File: src/rtl/mtime_counter.sv
// ---------------------------------------------------------------------------
// mtime_counter
//
// Free-running 64-bit machine timer. A prescaler divides clk so that mtime
// advances once every PRESCALE cycles. The CPU can load either 32-bit half
// through active-low write strobes and read both halves back.
//
// Build option:
//   MTIME_SNAPSHOT_EN  When defined, the high word returned on mtimeh_i is a
//                      snapshot taken on every low-word read (rdl_n low), so
//                      a low-then-high read sequence is coherent across a
//                      carry. When undefined, rdl_n is ignored and mtimeh_i
//                      is the live high word.
//
// Parameters:
//   PRESCALE  clk cycles per mtime increment, 1..65536
//   PSC_W     prescaler width, 2**PSC_W >= PRESCALE
//
// Ports:
//   clk       system clock, rising edge
//   rst       asynchronous active-high reset
//   wrh_n     write strobe for mtime[63:32] (active low)
//   wrl_n     write strobe for mtime[31:0]  (active low)
//   rdl_n     low-word read strobe (active low), drives the snapshot
//   stop      debug halt: freezes counter and prescaler, writes still land
//   mtime_o   32-bit write data from the CPU
//   mtime     registered 64-bit counter value
//   mtimeh_i  high-word readback
//   mtimel_i  low-word readback, always mtime[31:0]
//   tick      one-cycle pulse after each increment
// ---------------------------------------------------------------------------
module mtime_counter #(
   parameter int unsigned PRESCALE = 1,
   parameter int unsigned PSC_W    = 16
) (
   input  logic        clk,
   input  logic        rst,
   input  logic        wrh_n,
   input  logic        wrl_n,
   input  logic        rdl_n,
   input  logic        stop,
   input  logic [31:0] mtime_o,
   output logic [63:0] mtime,
   output logic [31:0] mtimeh_i,
   output logic [31:0] mtimel_i,
   output logic        tick
);

   if (PRESCALE < 1 || PRESCALE > 65536) begin : g_prescale_range
      $error("mtime_counter: PRESCALE must be in 1..65536");
   end

   if (PSC_W < 1 || PSC_W > 32) begin : g_psc_w_range
      $error("mtime_counter: PSC_W must be in 1..32");
   end

   if ((longint'(1) << PSC_W) < longint'(PRESCALE)) begin : g_psc_w_fit
      $error("mtime_counter: PSC_W too narrow for PRESCALE");
   end

   // Terminal count of the prescaler; the increment happens when psc sits here.
   localparam logic [PSC_W-1:0] PSC_LAST = PSC_W'(PRESCALE - 1);

   logic [PSC_W-1:0] psc;
   logic             wr_any;
   logic             psc_tc;
   logic             inc;

   assign wr_any = !wrh_n || !wrl_n;
   assign psc_tc = (psc == PSC_LAST);
   // Any write suppresses the increment for the whole 64-bit register.
   assign inc    = psc_tc && !stop && !wr_any;

   always_ff @(posedge clk or posedge rst) begin
      if (rst) begin
         mtime <= '0;
         psc   <= '0;
         tick  <= 1'b0;
      end else begin
         tick <= inc;
         if (wr_any) begin
            // Writes restart the prescale interval even while stopped.
            psc <= '0;
            if (!wrh_n) mtime[63:32] <= mtime_o;
            if (!wrl_n) mtime[31:0]  <= mtime_o;
         end else if (!stop) begin
            if (psc_tc) begin
               psc   <= '0;
               mtime <= mtime + 64'd1;
            end else begin
               psc <= psc + 1'b1;
            end
         end
      end
   end

   assign mtimel_i = mtime[31:0];

`ifdef MTIME_SNAPSHOT_EN
   logic [31:0] snap;

   // The snapshot takes the high word as it was before the edge, so a read
   // that coincides with a carry still pairs with the old low word. A high
   // write wins over a simultaneous read so the readback matches what was
   // just written.
   always_ff @(posedge clk or posedge rst) begin
      if (rst) begin
         snap <= '0;
      end else if (!wrh_n) begin
         snap <= mtime_o;
      end else if (!rdl_n) begin
         snap <= mtime[63:32];
      end
   end

   assign mtimeh_i = snap;
`else
   logic unused_rdl_n;

   assign unused_rdl_n = rdl_n;
   assign mtimeh_i     = mtime[63:32];
`endif

endmodule

File: config.mk
export PLATFORM = sky130hd
export DESIGN_NAME = mtime_counter
export DESIGN_NICKNAME = d
export VERILOG_FILES = /design/src/rtl/mtime_counter.sv
export SDC_FILE = /design/constraint.sdc
export NUM_CORES = 1
export LEC_CHECK = 0
export BUFFER_PORTS_ARGS = -buffer_cell sky130_fd_sc_hd__buf_2
export CAP_MARGIN = 20
export CELL_PAD_IN_SITES_DETAIL_PLACEMENT = 0
export CELL_PAD_IN_SITES_GLOBAL_PLACEMENT = 2
export CORE_ASPECT_RATIO = 0.9
export CORE_UTILIZATION = 29
export DETAILED_ROUTE_END_ITERATION = 12
export HOLD_SLACK_MARGIN = 0.15
export PLACE_DENSITY = 0.77
export SLEW_MARGIN = 20
export SYNTH_ARGS = -nofsm -noshare
export SYNTH_HDL_FRONTEND = slang
export SYNTH_SLANG_ARGS = --single-unit
File: constraint.sdc
create_clock -name clk -period 2.93 [get_ports clk]
set_clock_uncertainty 0.2 [all_clocks]
set_input_delay 0.293 -clock clk [delete_from_list [all_inputs] [get_ports clk]]
set_output_delay 0.293 -clock clk [all_outputs]
set_load 0.01 [all_outputs]
==> key figures <==
Logic synthesis
  – Sequential area share after synthesis: 37.7%
  – Async S/R FF share, synth: 100%
  – Post-Syn Area per Cell: 8.17 µm²
  – Synthesis-stage register bit count: 81
  – Post-Syn Instances: 659
  – Syn_nets: 700
  – Yosys cell types: 45
  – Syn. warnings: 0
  – Top FF cell, synth: dfrtp_1
  – EDFF count, synth: 0
  – Mapped cell area: 5380 µm²

Placement
  – Pre-CTS WS: 150 ps
  – HPWL Detailed: 14500 µm
  – Placed cell count: about 1000
  – Routability congestion estimate from global placement: 0.875
  – Port Buf Inserts: approximately 170
  – Placed Instance Area: a little over 6000 µm²

Routing
  – WL/cell: 18.9 µm
  – Remaining DRCs: 0
  – Vias: 5557
  – DRT Pass-1 Iters: 5
  – Via density: 5.29
  – DRT iter0 DRCs: 459
  – Routed WL: 19900 µm
  – Remaining antenna violation count after routing: 0

Timing
  – Final setup margin: about 260 ps
  – Final hold slack: 164 ps
  – Final setup fails: 0
  – Minimum clock period: 2670 ps
  – Highest clock rate: 374 MHz
  – Final setup TNS: 0 ps
  – Worst Tran Pin Value: around 940 ps
  – RSZ-0062 raised after global routing: no
  – Final Hold Fails: 0
  – Max Slew Vio Count: 0
  – Crit share post-route: between 90% and 100%
  – Slew margin rel.: 37.1%

Finish
  – Leading cell type in the layout, fill and taps excluded: buf_2
  – Share of cells above drive strength 1: 28.4%
  – Most frequent cells in the layout: 165 x buf_2, 81 x a21oi_1, 81 x dfrtp_1
  – Fillers: 1869
  – Final Non-Filler Cells: 1050
  – Design Area, Final: roughly 6800 µm²
  – ANT cells: 0
  – Nets: 848
  – P&R area growth vs syn: 27.2%
  – Final Core Density: 38.3%

Worst setup path
  – Worst setup path endpoint: mtime[43]$_DFFE_PP0P_
  – FF-to-FF Start: psc[0]$_DFFE_PP0P_
  – Crit path from: psc[0]$_DFFE_PP0P_
  – Reg2reg path depth: 10
  – Worst setup SP type: flop
  – CP endpoint kind: flop
  – Crit-path max FO: 11
  – Crit path arrival time: 2710 ps
  – R2R Path End: mtime[43]$_DFFE_PP0P_
  – FF-to-FF setup slack: 260 ps
  – CP Data Required Time: 2960 ps
  – Critical path type: flop to flop

GRT
  – Initial antenna violation count: 1
  – First-pass GRT wire length: 30900 µm
  – Overflow after GRT: 0
  – Most Crowded Layer GR: met2
  – Met3 usage: under 10%
  – Tot GR Track Use: 20.9%
  – Met1 usage: 29.7%
  – Vias in the first global route: 5239
  – Largest net degree at the start of global routing: 78
  – GR met2 Demand/Resource: about a third

Die
  – Area of the core: 17900 µm²
  – Cell row count: 46
  – Num ports: around 170
  – Die X: about 150 µm
  – Full die area: about 19000 µm²
  – Die Y: 131 µm
  – Initial Util: 30.1%

Pwr
  – Pwr dens: 491 nW/µm²
  – Total power: 3.37 mW
  – Worst vdd ir: 229 µV
  – Static leakage: 2.84 nW

Clock tree
  – H-Tree Depth: 3
  – Total CTS buffers: 9
  – Clock Latency Late Sink: around 340 ps
  – Clk root buf: clkbuf_16
  – Clock transition at the registers of the reported paths: roughly 60 ps
  – CTS Sinks: 81
  – Clock Path Buffers: 2
  – CTS tree: done
  – Post-CTS setup buffers: 0

Min path
  – Type of the most critical hold path: input port to flop

Job
  – Number of max-cap violations: 0

Run status
  – Status: finished, final reports clean
## flip-flops by register name, summed over array words and instances (netlist names)
signal / cells
mtime: 64
psc: 16
tick: 1
## metal layers
metal  up-vias  part of all wire, %
li1       2616                    -
met2       219                   46
met5         -                    0
met3        14                  5.9
met1      2708                   47
met4         0                 0.87
## cells by family (layout without fill, tap and decap cells)
| family | count (synthesis) | in the layout | synth area share (%) |
|---|---|---|---|
| xor gates and xnor gates | 38 | 38 | 6.18 |
| muxes | 2 | 2 | 0.372 |
| and+or+nand+nor | 259 | 259 | 25.1 |
| adders and majority gates | 3 | 3 | 0.697 |
| AOI/OAI and AO/OA | 160 | 160 | 17.3 |
| buffers and inverters | 116 | 267 | 12.7 |
| DFF | 81 | 81 | 37.7 |
## synth_stat cells, types with 3 or more instances
cell | n | area (µm²)
a22oi_1 | 3 | 22.5
and3_1 | 12 | 75.1
nor4_2 | 4 | 50.1
nand2_1 | 44 | 165
clkbuf_1 | 29 | 109
o32ai_1 | 5 | 43.8
nor3_1 | 16 | 80.1
or3_1 | 4 | 25.0
xor2_1 | 12 | 105
a21oi_1 | 81 | 405
o21ai_0 | 27 | 135
buf_2 | 5 | 25.0
a2bb2oi_1 | 6 | 52.6
nor2_1 | 68 | 255
ha_1 | 3 | 37.5
nand4_1 | 27 | 169
o22ai_1 | 18 | 113
and2_1 | 5 | 31.3
a32oi_1 | 4 | 35.0
and4_1 | 8 | 70.1
buf_4 | 64 | 480
nand3_1 | 46 | 230
xnor2_1 | 26 | 228
dfrtp_1 | 81 | 2030
nor4_1 | 14 | 87.6
inv_1 | 18 | 67.6
a31oi_1 | 4 | 25.0
## layout make-up
| cell class | count | area, µm² | area share, % |
|---|---|---|---|
| clock buffers | 11 | 243 | 3.54 |
| well taps | 240 | 300 | 4.38 |
| inverters | 18 | 68.8 | 1.00 |
| clock inverters | 3 | 42.5 | 0.621 |
| multi-input cells | 462 | 2680 | 39.1 |
| repair buffers | 235 | 1490 | 21.7 |
| flip-flops and latches | 81 | 2030 | 29.6 |
## worst min path at each step
stage / from / endpoint / cells after the start
5_1_grt: stop / psc[0]$_DFFE_PP0P_ / 3
3_5_place_dp: rst / mtime[63]$_DFFE_PP0P_ / 2
4_1_cts: stop / psc[0]$_DFFE_PP0P_ / 3
6_report: stop / psc[0]$_DFFE_PP0P_ / 3
2_1_floorplan: mtime_o[27] / mtime[59]$_DFFE_PP0P_ / 2
3_3_place_gp: rst / mtime[63]$_DFFE_PP0P_ / 2
## critical path, stage by stage (launching register included)
cell and delay (ps):
dfrtp_1 390, inv_1 100, ha_1 180, or4b_2 600
nor4_2 210, buf_4 190, nand2_1 140, nand2_2 170
buf_12 140, a41oi_1 110, o21a_1 130
## timing repair
action,in CTS,in global routing
hold buffers,33,0
resized for setup,0,3
hold endpoints to repair,98,0
endpoints found under the setup margin,0,8
## power by group
| group | internal [mW] | switching [mW] | total [mW] |
|---|---|---|---|
| clock | 0.673 | 0.463 | 1.14 |
| combinational | 0.358 | 0.476 | 0.834 |
| sequential | 1.22 | 0.176 | 1.40 |
| total | 2.25 | 1.12 | 3.37 |
Note: power is estimated with default switching activity, not from simulation.
